==> config.mk <==
export PLATFORM = sky130hd
export DESIGN_NAME = fp_normalize_round_pipe
export DESIGN_NICKNAME = d
export VERILOG_FILES = /design/src/rtl/fp_pkg.sv /design/src/rtl/fp_round_decide.sv /design/src/rtl/fp_normalize_round_pipe.sv
export SDC_FILE = /design/constraint.sdc
export NUM_CORES = 1
export LEC_CHECK = 0
export CAP_MARGIN = 40
export CORE_UTILIZATION = 36
export DETAILED_ROUTE_END_ITERATION = 7
export GPL_ROUTABILITY_DRIVEN = 0
export GPL_TIMING_DRIVEN = 0
export PLACE_DENSITY_LB_ADDON = 0.2
export SYNTH_ARGS = -nofsm -noshare
export SYNTH_HDL_FRONTEND = slang
export SYNTH_SLANG_ARGS = --single-unit
export TNS_END_PERCENT = 5
==> constraint.sdc <==
create_clock -name clock_in -period 5.7 [get_ports clock_in]
set_input_delay 1.14 -clock clock_in [delete_from_list [all_inputs] [get_ports clock_in]]
set_output_delay 1.14 -clock clock_in [all_outputs]
set_load 0.05 [all_outputs]
==> src/rtl/fp_pkg.sv <==
// fp_pkg: shared rounding-mode type and default floating-point widths for the multiplier datapath
package fp_pkg;
  typedef enum logic [1:0] {RNE = 2'd0, RTZ = 2'd1, RUP = 2'd2, RDN = 2'd3} round_mode_t;
  localparam int FP_EXP_WIDTH = 8;
  localparam int FP_MANTISSA_WIDTH = 23;
  localparam int EXP_MAX = 2 ** FP_EXP_WIDTH - 1;
  localparam int PROD_WIDTH = 2 * (FP_MANTISSA_WIDTH + 1);
endpackage

==> src/rtl/fp_round_decide.sv <==
// fp_round_decide: IEEE round-increment decision; in mode/sign/lsb/guard/sticky, out inc_o/inexact_o
module fp_round_decide
  import fp_pkg::*;
(
  input  round_mode_t mode_i,
  input  logic        sign_i,
  input  logic        lsb_i,
  input  logic        guard_i,
  input  logic        sticky_i,
  output logic        inc_o,
  output logic        inexact_o
);
  always_comb begin
    inexact_o = guard_i | sticky_i;
    inc_o = mode_i == RNE ? guard_i & (sticky_i | lsb_i) :
            mode_i == RUP ? !sign_i & inexact_o :
            mode_i == RDN ? sign_i & inexact_o : 1'b0;
  end
endmodule

==> src/rtl/fp_normalize_round_pipe.sv <==
// fp_normalize_round_pipe: 2-stage normalize/round/saturate of a significand product; valid_in/ready_in in, valid_out/ready_out out, sign/exp/mant plus overflow/underflow/inexact flags
module fp_normalize_round_pipe
  import fp_pkg::*;
#(
  parameter int EXP_WIDTH      = FP_EXP_WIDTH,
  parameter int MANTISSA_WIDTH = FP_MANTISSA_WIDTH
) (
  input  logic                              clock_in,
  input  logic                              reset_in,
  input  logic                              valid_in,
  output logic                              ready_in,
  input  logic                              sign_in,
  input  logic signed [EXP_WIDTH+1:0]       expoent_in,
  input  logic [2*(MANTISSA_WIDTH+1)-1:0]   result_in,
  input  logic [1:0]                        round_mode_in,
  output logic                              valid_out,
  input  logic                              ready_out,
  output logic                              sign_out,
  output logic [EXP_WIDTH-1:0]              normal_e_out,
  output logic [MANTISSA_WIDTH:0]           normal_m_out,
  output logic                              overflow_out,
  output logic                              underflow_out,
  output logic                              inexact_out
);
  localparam int M = MANTISSA_WIDTH;
  localparam int N = 2 * M + 1;
  localparam int EW = EXP_WIDTH + 2;
  localparam logic signed [EW-1:0] EXP_TOP = EW'(2 ** EXP_WIDTH - 1);
  logic s1_valid_q, s1_valid_d, s1_sign_q, s1_sign_d, s1_g_q, s1_g_d, s1_s_q, s1_s_d, s1_zero_q, s1_zero_d;
  round_mode_t s1_mode_q, s1_mode_d;
  logic [M:0] s1_kept_q, s1_kept_d;
  logic signed [EW-1:0] s1_exp_q, s1_exp_d;
  logic s2_valid_q, s2_valid_d, s2_sign_q, s2_sign_d, s2_ovf_q, s2_ovf_d, s2_unf_q, s2_unf_d, s2_inx_q, s2_inx_d;
  logic [EXP_WIDTH-1:0] s2_e_q, s2_e_d;
  logic [M:0] s2_m_q, s2_m_d;
  logic s2_load, s1_adv, in_xfer, hi, inc, rnd_inx, to_inf;
  logic [M+1:0] sum;
  logic [M:0] m_r;
  logic signed [EW-1:0] exp_r;
  assign s2_load  = !s2_valid_q | ready_out;
  assign ready_in = !s1_valid_q | s2_load;
  assign in_xfer  = valid_in & ready_in;
  assign s1_adv   = s1_valid_q & s2_load;
  assign hi       = result_in[N];
  always_comb begin
    s1_valid_d = ready_in ? valid_in : s1_valid_q;
    s1_sign_d  = s1_sign_q;
    s1_mode_d  = s1_mode_q;
    s1_kept_d  = s1_kept_q;
    s1_g_d     = s1_g_q;
    s1_s_d     = s1_s_q;
    s1_exp_d   = s1_exp_q;
    s1_zero_d  = s1_zero_q;
    if (in_xfer) begin
      s1_sign_d = sign_in;
      s1_mode_d = round_mode_t'(round_mode_in);
      s1_kept_d = hi ? result_in[N:M+1] : result_in[N-1:M];
      s1_g_d    = hi ? result_in[M] : result_in[M-1];
      s1_s_d    = hi ? |result_in[M-1:0] : |result_in[M-2:0];
      s1_exp_d  = expoent_in + EW'(hi);
      s1_zero_d = result_in == '0;
    end
  end
  fp_round_decide u_round (
    .mode_i   (s1_mode_q),
    .sign_i   (s1_sign_q),
    .lsb_i    (s1_kept_q[0]),
    .guard_i  (s1_g_q),
    .sticky_i (s1_s_q),
    .inc_o    (inc),
    .inexact_o(rnd_inx)
  );
  always_comb begin
    sum    = {1'b0, s1_kept_q} + (M+2)'(inc);
    m_r    = sum[M+1] ? {1'b1, {M{1'b0}}} : sum[M:0];
    exp_r  = s1_exp_q + EW'(sum[M+1]);
    to_inf = s1_mode_q == RNE | (s1_mode_q == RUP & !s1_sign_q) | (s1_mode_q == RDN & s1_sign_q);
    s2_valid_d = s2_load ? s1_valid_q : s2_valid_q;
    s2_sign_d  = s2_sign_q;
    s2_e_d     = s2_e_q;
    s2_m_d     = s2_m_q;
    s2_ovf_d   = s2_ovf_q;
    s2_unf_d   = s2_unf_q;
    s2_inx_d   = s2_inx_q;
    if (s1_adv) begin
      s2_sign_d = s1_sign_q;
      s2_e_d    = '0;
      s2_m_d    = '0;
      s2_ovf_d  = 1'b0;
      s2_unf_d  = 1'b0;
      s2_inx_d  = 1'b0;
      if (!s1_zero_q && exp_r >= EXP_TOP) begin
        s2_ovf_d = 1'b1;
        s2_inx_d = 1'b1;
        s2_e_d   = {{(EXP_WIDTH-1){1'b1}}, to_inf};
        s2_m_d   = {(M+1){!to_inf}};
      end else if (!s1_zero_q && (exp_r[EW-1] || exp_r == '0)) begin
        s2_unf_d = 1'b1;
        s2_inx_d = 1'b1;
      end else if (!s1_zero_q) begin
        s2_e_d   = exp_r[EXP_WIDTH-1:0];
        s2_m_d   = m_r;
        s2_inx_d = rnd_inx;
      end
    end
  end
  always_ff @(posedge clock_in or posedge reset_in) begin
    if (reset_in) begin
      s1_valid_q <= 1'b0;
      s1_sign_q  <= 1'b0;
      s1_mode_q  <= RNE;
      s1_kept_q  <= '0;
      s1_g_q     <= 1'b0;
      s1_s_q     <= 1'b0;
      s1_exp_q   <= '0;
      s1_zero_q  <= 1'b0;
      s2_valid_q <= 1'b0;
      s2_sign_q  <= 1'b0;
      s2_e_q     <= '0;
      s2_m_q     <= '0;
      s2_ovf_q   <= 1'b0;
      s2_unf_q   <= 1'b0;
      s2_inx_q   <= 1'b0;
    end else begin
      s1_valid_q <= s1_valid_d;
      s1_sign_q  <= s1_sign_d;
      s1_mode_q  <= s1_mode_d;
      s1_kept_q  <= s1_kept_d;
      s1_g_q     <= s1_g_d;
      s1_s_q     <= s1_s_d;
      s1_exp_q   <= s1_exp_d;
      s1_zero_q  <= s1_zero_d;
      s2_valid_q <= s2_valid_d;
      s2_sign_q  <= s2_sign_d;
      s2_e_q     <= s2_e_d;
      s2_m_q     <= s2_m_d;
      s2_ovf_q   <= s2_ovf_d;
      s2_unf_q   <= s2_unf_d;
      s2_inx_q   <= s2_inx_d;
    end
  end
  assign valid_out     = s2_valid_q;
  assign sign_out      = s2_sign_q;
  assign normal_e_out  = s2_e_q;
  assign normal_m_out  = s2_m_q;
  assign overflow_out  = s2_ovf_q;
  assign underflow_out = s2_unf_q;
  assign inexact_out   = s2_inx_q;
endmodule

; ---- After elaboration in Yosys (flattened, before gate mapping)
; Index checks and enable logic that the tools add are counted.
[totals]
inputBits = 65
n_memories = 0
mem_bits_rw = 0
ff_bits = 78
latchBits = 0
mem_bits_ro = 0
[op_classes]
mux = 19
add_sub_neg = 3
shift = 0
div = 0
reduce_logical = 13
mul = 0
magnitude_cmp = 1
n_eq_ne = 2
bitwise = 13
[op_table]
columns = op, count
row1 = 24-bit 2-to-1 mux, 5
row2 = 48-bit zero test, 1
row3 = 24-bit by 1-bit adder with 25-bit output, 1
row4 = 8-bit 2-to-1 mux, 3
row5 = 23-bit OR reduction, 1
row6 = 22-bit OR reduction, 1
row7 = 10-bit by 1-bit adder with 10-bit output, 2
row8 = 1-bit 2-to-1 mux, 11
row9 = 10-bit by 9-bit >= comparator with 1-bit output (second input constant), 1
row10 = 10-bit zero test, 1
row11 = 1-bit bitwise AND, 7
row12 = 1-bit bitwise OR, 6
row13 = 1-bit zero test, 5
row14 = 2-bit equality test (second input constant), 2
row15 = 1-bit logical AND, 2
row16 = 2-bit zero test, 1
row17 = 1-bit logical OR, 1

; ---- Depth between registers and ports, before layout
; Gate-level depths: netlist (run 1).
[depth]
word_depth = 12
mapped_depth = 19
ltp_nobuf = 17

; ---- Cells and area by module
; From an unflattened synthesis (run 1), not the netlist that was laid out.
[unflattened]
hier_cells = 492
area_unflattened_um2 = 4520.6
[modules_own_cells]
columns = mod, seq_area_each_um2, area_each_um2, cells_per_inst, instances
row1 = fp_normalize_round_pipe, 1951.9, 4473.0, 485, 1
row2 = fp_round_decide, 0.0, 47.5, 7, 1

; ---- Least setup slack after synthesis (run 1)
; No wires, ideal clock.
[synth_timing]
kind = register to register
from = register s1_mode_q[0]
to = register s2_e_q[0], in the netlist normal_e_out[0]
t_arrival_ns = 3.292
t_required_ns = 5.620
slack_ns = 2.328
setup_ns = 0.080
period_less_slack_ns = 3.372
stages_incl_launch_ff = 18
n_path_buf = 0
cell_sequence = dfrtp_1 -> inv_1 -> a21oi_1 -> nor3_1 -> ha_1 -> ha_1 -> nand3_1 -> nor2_1 -> nand3_1 -> nor4_1 -> ha_1 -> ha_1 -> nand2_2 -> or3_1 -> o31ai_2 -> nor3_2 -> or3_1 -> o211ai_2
[synth_via]
elab_chain_len = 11
elab_cells_between_ends = 20
cone_classes = 2 x add/sub / 1 x order compare / 2 x eq/ne / 6 x mux / 4 x bitwise / 5 x reduce/logical
[synth_rtl]
columns = element, line_no
row1 = "start, declared", fp_normalize_round_pipe.sv:30  ; round_mode_t s1_mode_q, s1_mode_d;
row2 = "start signal, assigned", fp_normalize_round_pipe.sv:127  ; s1_mode_q <= s1_mode_d;
row3 = "parallel branches: the longest is 10 deep, another holds 24-bit by 1-bit adder with 25-bit output", --
row4 = 8-bit 2-to-1 mux *, fp_normalize_round_pipe.sv:92  ; if (!s1_zero_q && exp_r >= EXP_TOP) begin
row5 = "end signal, assigned", fp_normalize_round_pipe.sv:119  ; s2_e_q <= '0;
row6 = "end signal, assigned", fp_normalize_round_pipe.sv:135  ; s2_e_q <= s2_e_d;
row7 = "end, declared", fp_normalize_round_pipe.sv:34  ; logic [EXP_WIDTH-1:0] s2_e_q, s2_e_d;
; Mark *: on every way between the ends.
; A chain may end at the register's enable or synchronous reset.

; ---- Worst setup path in the final report (run 1)
[layout_timing]
from = register s1_sign_q
to = register s2_e_q[4], in the netlist normal_e_out[4]
[layout_via]
elab_chain_len = 11
elab_cells_between_ends = 16
cone_classes = 2 x add/sub / 1 x order compare / 6 x mux / 2 x bitwise / 5 x reduce/logical
[layout_rtl]
columns = element, line_no
row1 = "start, declared", fp_normalize_round_pipe.sv:29  ; logic s1_valid_q, s1_valid_d, s1_sign_q, s1_sign_d, s1_g_q, s1_g_d, s1_s_q, s1_s_d, s1_zero_q, s1_zero_d;
row2 = "start signal, assigned", fp_normalize_round_pipe.sv:126  ; s1_sign_q <= s1_sign_d;
row3 = 1-bit bitwise AND or 1-bit zero test (tied branches), "fp_round_decide.sv:17, fp_round_decide.sv:16"
row4 = 1-bit 2-to-1 mux or 1-bit bitwise AND (tied branches), "fp_round_decide.sv:17, fp_round_decide.sv:16"
row5 = 1-bit 2-to-1 mux *, fp_round_decide.sv:16  ; mode_i == RUP ? !sign_i & inexact_o :
row6 = 1-bit 2-to-1 mux *, fp_round_decide.sv:15  ; inc_o = mode_i == RNE ? guard_i & (sticky_i | lsb_i) :
row7 = 24-bit by 1-bit adder with 25-bit output *, fp_normalize_round_pipe.sv:74  ; sum = {1'b0, s1_kept_q} + (M+2)'(inc);
row8 = 10-bit by 1-bit adder with 10-bit output *, fp_normalize_round_pipe.sv:76  ; exp_r = s1_exp_q + EW'(sum[M+1]);
row9 = "parallel branches: the longest is 4 deep, another holds 10-bit by 9-bit >= comparator with 1-bit output", --
row10 = 8-bit 2-to-1 mux *, fp_normalize_round_pipe.sv:92
; Marked as above.

==> impl_metrics.toml, run 1 <==
[outcome]
status = "completed"

[routing]
wl_met3_um = 456
route.detailed.drc = 0
drt_iter0_drc = 105
drt-met1-wl_um = 5440
routed_wl_um = 10900
route.vias.total = 3853
highest_layer = "met4"
viasPerCell = 5.19
routedWlPerCell_um = 14.7
routed-wl-met2_um = 4880
antenna_left = 0
drt_pre_antenna_iters = 4

[clock_network]
hold_buffers = 0
path_clk_slew_ns = 0.06
htree_levels = 3
clk_latency_ns = 0.34
clock-sinks = 78
max-clock-path-buffers = 2
cts_tree = "yes"
ctsResizeCount = 0
cts-root-buf = "clkbuf_16"
cts_made_buffers = 9
post_cts_buffers = 0

[synth]
yosys_most_used_dff = "dfrtp_1"
postSynthNetCount = 550
ys_ff_latch = 78
ys_types = 53
ys_warn_count = 0
syn_area_um2 = 4430
synth_edf_count = 0
syn_area_per_cell_um2 = 9.25
postSynthCellCount = 479
ys_seq_area_frac = 0.441
synth-async-reset-ratio = 1.00

[setup_path]
start_kind = "flop"
crit_slowest_cell = "dfrtp_1"
cp.required_ns = 5.90
path_delay_family = "simple AND/OR/NAND/NOR gates"
worstPathArrival_ns = 4.29
crit_path_frequent_cell = "ha_1"
crit_type = "flop to flop"
endpoint_kind = "flop"
critical-path-max-stage-delay_ns = 0.44
crit_path_cell_trace = "nand2_1 > mux2i_1 > nor3_1 > ha_1 > ha_1 > nand3_1 > nor2_1 > nand3_1 > nor4_1 > ha_1 > ha_1 > nand2_2 > o21ai_0 > o211ai_1 > o31a_1 > nor3_2 > o211ai_1"
cp_num_buf_inv = 0
crit_fanout = 5

[floorplanning]
chipHeight_um = 113
dieWidth_um = 113
io_pins = 103
initial_core_util = 0.369
core_area_um2 = 12000
die_area_um2 = 12800
rows = 40

[timing]
clock_skew_ns = 0.00581
fin_crit_sh = 0.717
slew_headroom = 0.568
tightest_slew_ns = 0.648
grt_setup_unrepaired = "false"
fin_crit_ns = 4.08
slew_viol_final = 0
fin_setup_tns_ns = 0
hold_viol_final = 0
setup_viol = 0
fmax_mhz = 245
whs_ns = 0.480
finalWorstSetupSlack_ns = 1.62

[final_layout]
antennaDiodeCount = 0
final_cell_area_um2 = 5910
fin_nets = 664
seq_area_um2 = 1950
final_common_cell = "clkdlybuf4s50_1"
layoutNonFillerInstCount = 743
n_fill_cell = 1143
final_cell_mix = "102 x clkdlybuf4s50_1, 78 x dfrtp_1, 58 x nand2_1"
drive_above_1_share = 0.0738
multiInputGateArea_um2 = 2310
area_growth_pct = 33.5

[pwr]
power.switching_uw = 800
sw_frac_of_total = 0.386
clkPwrFrac = 0.246
cellLeakagePower_nw = 2.40
power_density_nw_per_um2 = 350
peakVddDrop_mv = 0.122
p_int_mw = 1.27
comb_power_share = 0.385
seqPwrFrac = 0.369

[place]
place_hpwl_um = 8640
place_area_um2 = 5660
pre_cts_slack_ns = 1.70
dp.cells = 729
port_buffers = 102

[global_route]
grt_max_degree = 44
gr-usage-all-layers = 0.182
grt_pass1_wl_um = 18500
grt_pass1_vias = 3727
grt-ovfl-total = 0
antenna_found_initial = 0

[worst_hold_path]
hold_path.class = "flop to flop"

[job]
maxCapViolations = 0
==> power by group through the flow <==
stage / clock (mW) / sequential, mW / combinational, mW
floorplan: 0 / 1.01 / 0.272
global placement: 0 / 0.770 / 0.790
detailed placement: 0 / 0.774 / 0.799
CTS: 0.515 / 0.765 / 0.803
global route: 0.545 / 0.782 / 0.855
finish: 0.509 / 0.764 / 0.798
==> per-layer routing <==
layer  vias up  track usage
li1       1945            -
met1      1795        0.262
met2        96        0.277
met3        17       0.0332
met4         0       0.0614
met5         -            0
==> cells by family (layout without fill, tap and decap cells) <==
| group | Yosys count | count (layout) | share of synthesized area |
|---|---|---|---|
| flops | 78 | 78 | 0.441 |
| xor+xnor | 37 | 37 | 0.0732 |
| simple gates | 208 | 208 | 0.243 |
| compound gates | 87 | 87 | 0.119 |
| buf+inv | 33 | 150 | 0.0379 |
| fa+ha+maj | 6 | 6 | 0.0169 |
| mux | 30 | 30 | 0.0692 |
==> metrics by stage <==
| stage | utilization | power (mW) |
|---|---|---|
| after CTS | 0.492 | 2.08 |
| final | 0.492 | 2.07 |
| after detailed placement | 0.471 | 1.57 |
| after global routing | 0.492 | 2.18 |
| after floorplan | - | 1.28 |
| after global placement | 0.469 | 1.56 |
==> flip-flops by register name (all words and copies together), names as in the netlist <==
name	cells
normal_m_out	24
s1_kept_q	24
s1_exp_q	10
normal_e_out	8
s1_mode_q	2
inexact_out	1
overflow_out	1
s1_g_q	1
s1_s_q	1
s1_sign_q	1
s1_valid_q	1
s1_zero_q	1
sign_out	1
underflow_out	1
valid_out	1
==> layout make-up <==
cell class / instances / area share
flip-flops and latches: 78 / 0.330
multi-input cells: 368 / 0.391
clock inverters: 2 / 0.00169
well taps: 147 / 0.0311
repair buffers: 103 / 0.176
inverters: 4 / 0.00296
plain buffers: 29 / 0.0258
clock buffers: 12 / 0.0417
==> Yosys cell counts (all sizes together) (2+ instances only) <==
master | instances | area share
a21boi | 2 | 0.0034
a21oi | 28 | 0.032
a22o | 2 | 0.0040
and2 | 2 | 0.0028
and3 | 9 | 0.013
and4 | 3 | 0.0059
buf | 11 | 0.019
clkbuf | 18 | 0.015
dfrtp | 78 | 0.44
ha | 6 | 0.017
inv | 4 | 0.0034
mux2 | 5 | 0.013
mux2i | 25 | 0.056
nand2 | 60 | 0.052
nand2b | 5 | 0.0071
nand3 | 34 | 0.042
nand4 | 22 | 0.031
nor2 | 39 | 0.033
nor3 | 9 | 0.016
nor4 | 15 | 0.025
o211ai | 3 | 0.0062
o21a | 3 | 0.0054
o21ai | 38 | 0.043
o31a | 3 | 0.0079
or3 | 5 | 0.0071
xnor2 | 25 | 0.049
xor2 | 12 | 0.024
==> tightest hold or removal path: cells and delay by family (launching register included) <==
kind / cells / cell delay [ns]
flops: 1 / 0.34
simple gates: 2 / 0.11
==> worst paths after layout <==
kind | start | to | slack, ns | cells after the start
setup / recovery | s1_sign_q | normal_e_out[4] | 1.62 | 17
hold / removal | sign_out | sign_out | 0.48 | 2
hold reg to reg | sign_out | sign_out | 0.48 | 2
min in group asynchronous | reset_in | normal_e_out[7] | 1.18 | 2
setup reg to reg | s1_sign_q | normal_e_out[4] | 1.62 | 17
max in group asynchronous | reset_in | s1_kept_q[13] | 3.94 | 3
Note: power is estimated with default switching activity, not from simulation.
==> inputs of run 2 (changes only) <==
Clock period 5.7 ns to 3.5 ns, I/O delays scaled along.
==> impl_metrics.toml, run 2 (synthesis results as in run 1) <==
[clock_network]
cts_made_buffers = 9
max-clock-path-buffers = 2
cts-root-buf = "clkbuf_16"
path_clk_slew_ns = 0.06
hold_buffers = 0
htree_levels = 3
clock-sinks = 78
cts_tree = "yes"
clk_latency_ns = 0.33

[global_route]
use_met3 = 0.0327
top_usage_layer = "met2"
grt_max_degree = 44
grt_pass1_wl_um = 19600
grt_util_met2 = 0.314
grt-ovfl-total = 0
gr-usage-all-layers = 0.194
grt_pass1_vias = 3926
antenna_found_initial = 0
use_met1 = 0.265

[final_layout]
seq_area_um2 = 1950
antennaDiodeCount = 0
fin_nets = 683
drive_above_1_share = 0.176
final_common_cell = "clkdlybuf4s50_1"
n_fill_cell = 1096
layoutNonFillerInstCount = 762
area_growth_pct = 44.4
final_cell_mix = "102 x clkdlybuf4s50_1, 78 x dfrtp_1, 57 x nand2_1"
multiInputGateArea_um2 = 2610
final_util = 0.533

[setup_path]
r2r_slack_ns = -0.07
crit_type = "flop to flop"
endpoint_kind = "flop"
rr_startpoint = "s1_mode_q[1]"
worstPathArrival_ns = 3.80
start_kind = "flop"
reg2reg_depth = 18
cp.required_ns = 3.72
r2r_end = "normal_m_out[18]"
crit_fanout = 8
cp-startpoint = "s1_mode_q[1]"
endpoint = "normal_m_out[18]"

[timing]
slew_headroom = 0.562
slew_viol_final = 0
setup_viol = 21
clock_skew_ns = 0.00465
whs_ns = 0.481
fmax_mhz = 280
finalWorstSetupSlack_ns = -0.0739
tightest_slew_ns = 0.658
fin_setup_tns_ns = -0.871
fin_crit_sh = 1.02
fin_crit_ns = 3.57
hold_viol_final = 0
grt_setup_unrepaired = "true"

[floorplanning]
initial_core_util = 0.369
io_pins = 103
core_area_um2 = 12000
rows = 40
chipHeight_um = 113
dieWidth_um = 113
die_area_um2 = 12800

[outcome]
status = "complete, but fails checks"
violations = "setup timing"

[job]
maxCapViolations = 0

[routing]
route.vias.total = 3988
routedWlPerCell_um = 15.5
antenna_left = 0
routed_wl_um = 11800
drt_iter0_drc = 128
drt_pre_antenna_iters = 4
route.detailed.drc = 0
viasPerCell = 5.23

[worst_hold_path]
hold_path.class = "flop to flop"

[place]
dp.cells = 729
port_buffers = 102
place_hpwl_um = 8640

[pwr]
cellLeakagePower_nw = 2.59
power_density_nw_per_um2 = 552
peakVddDrop_mv = 0.220
[run 2: cell types whose count changed in the layout (fill, tap and decap cells not counted), moves of 4 or more]
cell     previous run  this run
a21oi_1            28         9
a21oi_2             0        19
buf_4               5        18
buf_6               3        10
ha_1                6         2
nand3_1            32        26
nand3_2             1         5
[run 2: layout make-up]
cell class	instances	area share
clock inverter	2	0.00156
clock buffer	12	0.0385
multi-input combinational	368	0.408
tap	147	0.0288
inverter	4	0.00274
sequential	78	0.305
buffer	29	0.0272
timing repair buffer	122	0.188
[run 2: routing by layer]
| layer | vias up | part of all wire |
|---|---|---|
| met4 | 0 | 0.013 |
| li1 | 1982 | - |
| met2 | 109 | 0.48 |
| met3 | 12 | 0.042 |
| met1 | 1885 | 0.47 |
| met5 | - | 0 |
[run 2: worst min-delay path by stage]
stage,startpoint,endpoint,cells past startpoint
4_1_cts,sign_out,sign_out,2
5_1_grt,sign_out,sign_out,2
3_3_place_gp,sign_out,sign_out,2
3_5_place_dp,sign_out,sign_out,2
2_1_floorplan,s1_valid_q,valid_out,1
6_report,sign_out,sign_out,2
[run 2: metrics by stage]
| step | power [mW] | cell area, um^2 | worst slack (ns) |
|---|---|---|---|
| after floorplan | 2.09 | 4430 | 0.128 |
| after global placement | 2.54 | 5630 | -0.430 |
| after detailed placement | 2.56 | 5660 | -0.497 |
| after CTS | 3.48 | 6210 | -0.216 |
| after global routing | 3.71 | 6400 | -0.238 |
| final | 3.53 | 6400 | -0.0739 |
[run 2: what timing repair did]
action	4_1_cts	5_1_grt
cloned	3	2
pin swaps	13	27
endpoints found under the setup margin	35	35
resized for setup	50	32
setup buffers	9	5
[run 2: power by group]
| part | switching, mW | total (mW) | internal, mW |
|---|---|---|---|
| Sequential | 0.163 | 1.25 | 1.09 |
| Clock | 0.339 | 0.828 | 0.489 |
| Combinational | 0.877 | 1.45 | 0.574 |
[run 2: critical path: stages, from the launching register on]
cell and delay (ns):
dfrtp_1 0.43, nand2_2 0.11, mux2i_1 0.08, nor3_2 0.16, ha_2 0.22, ha_4 0.15, nand3_4 0.10, nor2_4 0.13
nand3_2 0.11, nor4_4 0.23, ha_4 0.21, ha_4 0.17, and2_4 0.16, a21oi_2 0.05, or3_4 0.38, o31a_4 0.42
buf_4 0.17, nand3_1 0.11, a21oi_2 0.06
